<file path="config.mk">
export PLATFORM = sky130hd
export DESIGN_NAME = ddc_qam_demap_flat
export DESIGN_NICKNAME = d
export VERILOG_FILES = /design/src/rtl/ddc_qam_demap_pkg.sv /design/src/rtl/ddc_qam_demap_if.sv /design/src/rtl/ddc_qam_demap_byte_packer.sv /design/src/rtl/ddc_qam_demap.sv /design/src/flat_wrapper.sv
export SDC_FILE = /design/constraint.sdc
export NUM_CORES = 1
export LEC_CHECK = 0
export ABC_CLOCK_PERIOD_IN_PS = 7700
export CORE_MARGIN = 2
export CORE_UTILIZATION = 58
export DETAILED_ROUTE_END_ITERATION = 10
export PLACE_DENSITY = 0.85
export SETUP_SLACK_MARGIN = 0.05
export SYNTH_ARGS = -nofsm -noshare
export SYNTH_HDL_FRONTEND = slang
export SYNTH_SLANG_ARGS = --single-unit
</file>
<file path="constraint.sdc">
create_clock -name aclk -period 7.7 [get_ports aclk]
set_clock_uncertainty 0.2 [all_clocks]
set_input_delay 1.925 -clock aclk [delete_from_list [all_inputs] [get_ports aclk]]
set_output_delay 1.925 -clock aclk [all_outputs]
set_load 0.005 [all_outputs]
</file>
<file path="src/rtl/ddc_qam_demap_pkg.sv">
// Shared types and the per-axis level-to-Gray demapper for the QAM demap path.
package ddc_demap_pkg;

  typedef logic signed [7:0] level_t;
  typedef logic [5:0]        sym_t;

  localparam int BITS_PER_AXIS = 3;

  // One demapped axis: Gray code plus "value was not a legal level" flag.
  typedef struct packed {
    logic [BITS_PER_AXIS-1:0] gray;
    logic                     err;
  } demap_t;

  // One joined input beat as seen by the packer.
  typedef struct packed {
    logic keep;   // beat sits on the kept decimation phase
    logic last;   // frame end (taken from the I channel)
    sym_t sym;    // {gray_I, gray_Q}
  } beat_t;

  // Map an 8-level axis value to its 3-bit Gray code. Even values sit exactly
  // between two legal levels and round upwards (so 0 decodes as +1); values
  // beyond +/-7 clamp to the outermost level. Both cases raise err.
  function automatic demap_t level2gray(level_t v);
    demap_t     r;
    logic       even;
    logic [8:0] t;
    logic [2:0] k;
    even = ~v[0];
    t    = {v[7], v} + 9'd7 + 9'(even);
    if (v > 8'sd7)       k = 3'd7;
    else if (v < -8'sd7) k = 3'd0;
    else                 k = t[3:1];
    r.gray = k ^ (k >> 1);
    r.err  = even | (v > 8'sd7) | (v < -8'sd7);
    return r;
  endfunction

endpackage

</file>
<file path="src/rtl/ddc_qam_demap_if.sv">
// 8-bit AXI-Stream channel used for the I/Q inputs and the packed byte output.
interface ddc_qam_demap_if;
  logic       tvalid;
  logic       tready;
  logic       tlast;
  logic [7:0] tdata;

  modport master (output tvalid, tdata, tlast, input tready);
  modport slave  (input tvalid, tdata, tlast, output tready);
endinterface

</file>
<file path="src/rtl/ddc_qam_demap_byte_packer.sv">
// Packs 6-bit symbols MSB-first into a 24-bit group, commits groups/partial
// groups into a 3-byte output buffer and drives the byte AXIS master.
module ddc_byte_packer
  import ddc_demap_pkg::*;
(
  input  logic  aclk,
  input  logic  reset,
  input  logic  pend,    // both input channels valid this cycle
  input  beat_t beat,
  output logic  stall,
  ddc_qam_demap_if.master m
);

  logic [23:0] acc, acc_nx, acc_sum, ins;
  logic [2:0]  cnt, cnt_nx, cnt_sum;
  logic [23:0] obuf;
  logic [1:0]  ocnt;
  logic        olast;

  logic        obuf_free, preflush, commit_req, take;
  logic        load, ld_last;
  logic [23:0] ld_data;
  logic [1:0]  ld_cnt;

  assign m.tvalid = (ocnt != 2'd0);
  assign m.tdata  = obuf[23:16];
  assign m.tlast  = olast & (ocnt == 2'd1);

  // Commit decision, stall generation and next accumulator contents.
  always_comb begin
    load    = 1'b0;
    ld_data = acc;
    ld_cnt  = 2'd3;
    ld_last = 1'b0;
    acc_nx  = acc;
    cnt_nx  = cnt;
    ins     = '0;

    // The buffer can take a commit if empty or handing over its final byte now.
    obuf_free = (ocnt == 2'd0) | ((ocnt == 2'd1) & m.tready);

    case (cnt)
      3'd0:    ins = {beat.sym, 18'd0};
      3'd1:    ins = {6'd0, beat.sym, 12'd0};
      3'd2:    ins = {12'd0, beat.sym, 6'd0};
      3'd3:    ins = {18'd0, beat.sym};
      default: ins = '0;
    endcase
    acc_sum = beat.keep ? (acc | ins) : acc;
    cnt_sum = cnt + 3'(beat.keep);

    // A kept tlast symbol on a full group needs two commits; flush the held
    // group first while holding the beat, then take the beat as count 0.
    preflush   = pend & beat.keep & beat.last & (cnt == 3'd4);
    commit_req = pend & ~preflush &
                 ((beat.keep & (cnt == 3'd4)) | (beat.last & (cnt_sum != 3'd0)));
    stall      = preflush | (commit_req & ~obuf_free);
    take       = pend & ~stall;

    if (preflush & obuf_free) begin
      load   = 1'b1;
      acc_nx = '0;
      cnt_nx = 3'd0;
    end else if (take) begin
      if (beat.keep & (cnt == 3'd4)) begin
        load   = 1'b1;
        acc_nx = {beat.sym, 18'd0};
        cnt_nx = 3'd1;
      end else if (beat.last) begin
        load    = (cnt_sum != 3'd0);
        ld_data = acc_sum;
        ld_last = 1'b1;
        case (cnt_sum)
          3'd1:    ld_cnt = 2'd1;
          3'd2:    ld_cnt = 2'd2;
          default: ld_cnt = 2'd3;
        endcase
        acc_nx = '0;
        cnt_nx = 3'd0;
      end else begin
        acc_nx = acc_sum;
        cnt_nx = cnt_sum;
      end
    end
  end

  // Symbol accumulator state.
  always_ff @(posedge aclk) begin
    if (reset) begin
      acc <= '0;
      cnt <= '0;
    end else begin
      acc <= acc_nx;
      cnt <= cnt_nx;
    end
  end

  // Output buffer: load on commit, otherwise shift out one byte per handshake.
  always_ff @(posedge aclk) begin
    if (reset) begin
      obuf  <= '0;
      ocnt  <= '0;
      olast <= 1'b0;
    end else if (load) begin
      obuf  <= ld_data;
      ocnt  <= ld_cnt;
      olast <= ld_last;
    end else if (m.tvalid & m.tready) begin
      obuf <= {obuf[15:0], 8'd0};
      ocnt <= ocnt - 2'd1;
      if (ocnt == 2'd1) olast <= 1'b0;
    end
  end

endmodule

</file>
<file path="src/rtl/ddc_qam_demap.sv">
// Joins the I/Q sample streams, decimates, demaps each axis to Gray bits and
// hands the symbols to the byte packer.
module ddc_qam_demap
  import ddc_demap_pkg::*;
#(
  parameter int DECIM      = 2,
  parameter int KEEP_PHASE = 1
) (
  input  logic        aclk,
  input  logic        reset,
  ddc_qam_demap_if.slave  s_i,
  ddc_qam_demap_if.slave  s_q,
  ddc_qam_demap_if.master m,
  output logic [15:0] frame_cnt,
  output logic        err_level,
  output logic        err_last
);

  localparam int             PW      = (DECIM > 1) ? $clog2(DECIM) : 1;
  localparam logic [PW-1:0]  KEEP_PH = PW'(KEEP_PHASE);
  localparam logic [PW-1:0]  LAST_PH = PW'(DECIM - 1);

  logic [PW-1:0] phase;
  logic          pend, stall, accept;
  demap_t        dm_i, dm_q;
  beat_t         beat;

  // Ready is withheld while in reset so nothing is consumed during it.
  assign pend       = s_i.tvalid & s_q.tvalid & ~reset;
  assign accept     = pend & ~stall;
  assign s_i.tready = accept;
  assign s_q.tready = accept;

  assign dm_i = level2gray(level_t'(s_i.tdata));
  assign dm_q = level2gray(level_t'(s_q.tdata));

  // Present the candidate beat to the packer; it decides whether to stall.
  always_comb begin
    beat.keep = (phase == KEEP_PH);
    beat.last = s_i.tlast;
    beat.sym  = {dm_i.gray, dm_q.gray};
  end

  // Decimation phase: advances per accepted beat, restarts after a frame end.
  always_ff @(posedge aclk) begin
    if (reset)
      phase <= '0;
    else if (accept)
      phase <= (s_i.tlast || phase == LAST_PH) ? '0 : phase + 1'b1;
  end

  // Frame counter and sticky error flags.
  always_ff @(posedge aclk) begin
    if (reset) begin
      frame_cnt <= '0;
      err_level <= 1'b0;
      err_last  <= 1'b0;
    end else if (accept) begin
      if (s_i.tlast) frame_cnt <= frame_cnt + 16'd1;
      if (beat.keep & (dm_i.err | dm_q.err)) err_level <= 1'b1;
      if (s_i.tlast ^ s_q.tlast) err_last <= 1'b1;
    end
  end

  ddc_byte_packer u_pack (
    .aclk  (aclk),
    .reset (reset),
    .pend  (pend),
    .beat  (beat),
    .stall (stall),
    .m     (m)
  );

endmodule

</file>
<file path="src/flat_wrapper.sv">
// flat-port wrapper written by rule: the top's interface ports become plain ports
module ddc_qam_demap_flat import ddc_demap_pkg::*;
#(
  parameter int DECIM      = 2,
  parameter int KEEP_PHASE = 1
)
  (aclk, reset, frame_cnt, err_level, err_last, s_i_tvalid, s_i_tdata, s_i_tlast, s_i_tready, s_q_tvalid, s_q_tdata, s_q_tlast, s_q_tready, m_tvalid, m_tdata, m_tlast, m_tready);
  ddc_qam_demap_if s_i_i ();
  ddc_qam_demap_if s_q_i ();
  ddc_qam_demap_if m_i ();
  input  logic aclk;
  input  logic reset;
  output logic [15:0] frame_cnt;
  output logic err_level;
  output logic err_last;
  input wire logic [$bits(s_i_i.tvalid)-1:0] s_i_tvalid;
  input wire logic [$bits(s_i_i.tdata)-1:0] s_i_tdata;
  input wire logic [$bits(s_i_i.tlast)-1:0] s_i_tlast;
  output wire logic [$bits(s_i_i.tready)-1:0] s_i_tready;
  input wire logic [$bits(s_q_i.tvalid)-1:0] s_q_tvalid;
  input wire logic [$bits(s_q_i.tdata)-1:0] s_q_tdata;
  input wire logic [$bits(s_q_i.tlast)-1:0] s_q_tlast;
  output wire logic [$bits(s_q_i.tready)-1:0] s_q_tready;
  output wire logic [$bits(m_i.tvalid)-1:0] m_tvalid;
  output wire logic [$bits(m_i.tdata)-1:0] m_tdata;
  output wire logic [$bits(m_i.tlast)-1:0] m_tlast;
  input wire logic [$bits(m_i.tready)-1:0] m_tready;
  assign s_i_i.tvalid = s_i_tvalid;
  assign s_i_i.tdata = s_i_tdata;
  assign s_i_i.tlast = s_i_tlast;
  assign s_i_tready = s_i_i.tready;
  assign s_q_i.tvalid = s_q_tvalid;
  assign s_q_i.tdata = s_q_tdata;
  assign s_q_i.tlast = s_q_tlast;
  assign s_q_tready = s_q_i.tready;
  assign m_tvalid = m_i.tvalid;
  assign m_tdata = m_i.tdata;
  assign m_tlast = m_i.tlast;
  assign m_i.tready = m_tready;
  ddc_qam_demap #(.DECIM(DECIM), .KEEP_PHASE(KEEP_PHASE)) u_core (.aclk(aclk), .reset(reset), .s_i(s_i_i), .s_q(s_q_i), .m(m_i), .frame_cnt(frame_cnt), .err_level(err_level), .err_last(err_last));
endmodule
</file>
==> flow_summary.json <==
{
  "syn_area_per_cell_um2": 8.476,
  "clock.fmax_mhz": 151.4,
  "firstDrtPassIters": 5,
  "min_path_type": "flop to flop",
  "first_global_vias": 3208,
  "clkSlewWorstSetupHoldPaths_ns": 0.08,
  "max_slew_margin_pct": 30.34,
  "nets": 480,
  "grt_usage_pct": 27.36,
  "finalCritPeriodShare_pct": 85.79,
  "cap_viol_max_count": 0,
  "fp-row-count": 28,
  "start_util_pct": 60.48,
  "chipHeight_um": 82.81,
  "wl_per_cell_um": 17.44,
  "cellLeakagePower_nw": 1.354,
  "yosysWarnings": 0,
  "crit_type": "primary input to primary output",
  "synth.distinct_cells": 54,
  "postRouteAntennaNets": 0,
  "timing.final.ws_setup_ns": 1.094,
  "worst-r2r-cell-count": 7,
  "cp_common_cell": "clkdlybuf4s50_1",
  "drive_above_1_share_pct": 6.346,
  "clk-insertion-delay-late_ns": 0.35,
  "synth_nets": 453,
  "htree_levels": 3,
  "gp_congestion": 0.9455,
  "cts_setup_buffers": 0,
  "synth_largest_area_cell": "dfxtp_1",
  "rr_startpoint": "u_core.phase",
  "worstPathArrival_ns": 4.48,
  "numClockSinks": 73,
  "yosysTopAreaCellShare_pct": 40.57,
  "synth-edff-count": 0,
  "cts_resized": 0,
  "status": "complete, no violations",
  "cp_slowest_cell": "a211oi_4",
  "netlist_instances": 425,
  "pre_cts_ws_ns": 1.142,
  "vias": 3412,
  "crit_end": "s_q_tready",
  "via_per_inst": 6.414,
  "cp-end-kind": "primary output",
  "fin_cells": 532,
  "setup_viol": 0,
  "stdcell_area_mm2": 0.004217,
  "synth_ff_type": "dfxtp_1",
  "slew_violations": 0,
  "placed_cells": 516,
  "placed_area_mm2": 0.004046,
  "cts_tree": "built",
  "p_per_area_mw_per_mm2": 172.2,
  "reg2reg_to": "u_core.u_pack.acc[22]",
  "crit_fanout": 20,
  "async_reset_ff_share_pct": 0,
  "min_period_ns": 6.606,
  "grt_pass1_wl_mm": 15.37,
  "portBuffers": 52,
  "antenna_cells": 0,
  "area_growth_pct": 17.05,
  "grt.overflow.total": 0,
  "drtIter0Drc": 404,
  "required_ns": 5.58,
  "start_kind": "primary input",
  "worst-r2r-setup-slack_ns": 4.41,
  "rsz0062_at_grt": "false",
  "netlist_top_cells_area": "dfxtp_1 (41%), a211oi_1 (6.3%), nor2_1 (4.9%)",
  "vdd_drop_max_v": 0.00009821,
  "tightest_slew_ns": 1.045,
  "cp-startpoint": "s_i_tlast",
  "cts_buffers": 9,
  "n_fill_cell": 489,
  "ctsHoldBuffers": 0,
  "grt_antenna_before_repair": 0,
  "syn-cell-area_mm2": 0.003602,
  "cp_cell_sequence": "clkdlybuf4s50_1, o21a_1, a211oi_4, clkdlybuf4s50_1",
  "coreArea_mm2": 0.005956,
  "drc_errors": 0,
  "wl_mm": 9.276,
  "cts_buffer_depth": 2,
  "dp_hpwl_mm": 6.320,
  "die_area_mm2": 0.006857,
  "slowest_delay_ns": 0.78,
  "grt_max_degree": 50,
  "synth-seq-area-share_pct": 40.57,
  "clockRootBuffer": "clkbuf_8",
  "final-hold-violation-count": 0,
  "ys_ff_latch": 73,
  "fin_tns_setup_ns": 0,
  "ios": 53,
  "fp.dieW_um": 82.81
}
[through the flow]
stage / hold slack (ns) / power [W] / util (%)
finish: 0.2751 / 0.0007260 / 70.80
global route: 0.2857 / 0.0007528 / 70.80
CTS: 0.2735 / 0.0007278 / 70.80
detailed placement: 0.2583 / 0.0004650 / 67.94
global placement: 0.2404 / 0.0004624 / 67.94
floorplan: 0.2261 / 0.0004350 / -
[sequential cells by signal, indices dropped and copies added (netlist names)]
name,count
u_core.u_pack.acc,24
u_core.u_pack.cnt,3
u_core.u_pack.olast,1
u_core.frame_cnt,16
u_core.u_pack.obuf,24
u_core.u_pack.ocnt,2
u_core.err_last,1
u_core.phase,1
u_core.err_level,1
[cells in the mapped netlist (2+ instances only)]
master,count
nor4b_1,3
o21ai_0,9
or3_1,4
clkbuf_1,19
nand2b_1,2
o211ai_1,3
nor2b_1,2
xnor2_1,14
ha_1,5
mux2i_1,12
nor4_1,3
a21oi_1,18
dfxtp_1,73
and3_1,5
or2_2,3
a22oi_1,3
and4b_1,2
nor3_1,11
o2111ai_1,3
a31oi_1,18
buf_4,11
a311oi_1,13
nand3_1,11
nand2_1,45
a41oi_1,2
nor2_1,47
o21a_1,2
buf_2,9
a211oi_1,30
inv_1,11
nand4_1,6
o21ai_1,2
and2_1,3
[worst max-delay path: cells and delay by family]
family	cells	cell delay [ns]
buffers and inverters	2	1.40
AOI/OAI and AO/OA	2	1.15
[worst min path at each step]
stage,from,to,slack [ns],cells after the start
floorplan,u_core.u_pack.acc[4],u_core.u_pack.obuf[4],0.23,2
global placement,u_core.u_pack.acc[4],u_core.u_pack.obuf[4],0.24,2
detailed placement,u_core.u_pack.acc[15],u_core.u_pack.acc[15],0.26,2
CTS,u_core.u_pack.acc[21],u_core.u_pack.acc[21],0.27,2
global route,u_core.u_pack.acc[15],u_core.u_pack.acc[15],0.29,2
finish,u_core.u_pack.olast,u_core.u_pack.olast,0.28,2
[logic make-up (layout without fill, tap and decap cells)]
| kind of cell | Yosys count | in the layout | share of synthesized area, % |
|---|---|---|---|
| AO/OA/AOI/OAI | 112 | 112 | 21.99 |
| XOR/XNOR | 16 | 16 | 4.411 |
| adder cells (fa/ha/maj) | 5 | 5 | 1.737 |
| buffers and inverters | 51 | 83 | 6.808 |
| flip-flops | 73 | 73 | 40.57 |
| multiplexers | 12 | 12 | 3.335 |
| AND/OR/NAND/NOR | 156 | 156 | 21.15 |
[per-layer routing]
metal / up-vias / track usage, % / wire length, µm
met4: 0 / 16.84 / 341
met1: 1600 / 36.23 / 3921
met3: 35 / 6.561 / 745
met5: - / 0 / 0
met2: 172 / 40.18 / 4268
li1: 1605 / - / -
[layout make-up]
cell class	instances	area [µm²]	area share (%)
sequential	73	1461	34.66
multi-input combinational	301	1899	45.04
inverter	11	41.29	0.9792
clock inverter	6	42.54	1.009
clock buffer	10	127.6	3.027
timing repair buffer	56	550.5	13.06
tap	75	93.84	2.226
[placed cells by master (no fill, tap or decap), types with 3 or more instances in the layout]
cell type / count
o21ai_0: 9
and3_1: 5
or2_2: 3
a311oi_1: 13
ha_1: 5
a31oi_1: 18
o2111ai_1: 3
buf_4: 4
clkbuf_8: 9
clkdlybuf4s50_1: 52
nor4_1: 3
a22oi_1: 3
and2_1: 3
nand3_1: 11
nor4b_1: 3
or3_1: 4
inv_1: 11
mux2i_1: 12
xnor2_1: 14
dfxtp_1: 73
nor2_1: 47
nand4_1: 6
a211oi_1: 30
nand2_1: 45
o211ai_1: 3
nor3_1: 11
a21oi_1: 18
[power by group]
group          leakage (nW)  switching, W  internal, W
clock network        0.0831      0.000150     0.000118
registers             0.588    0.00000300     0.000380
logic                 0.683     0.0000444    0.0000306
total                  1.35      0.000197     0.000529
(Power assumes the default switching activity.)
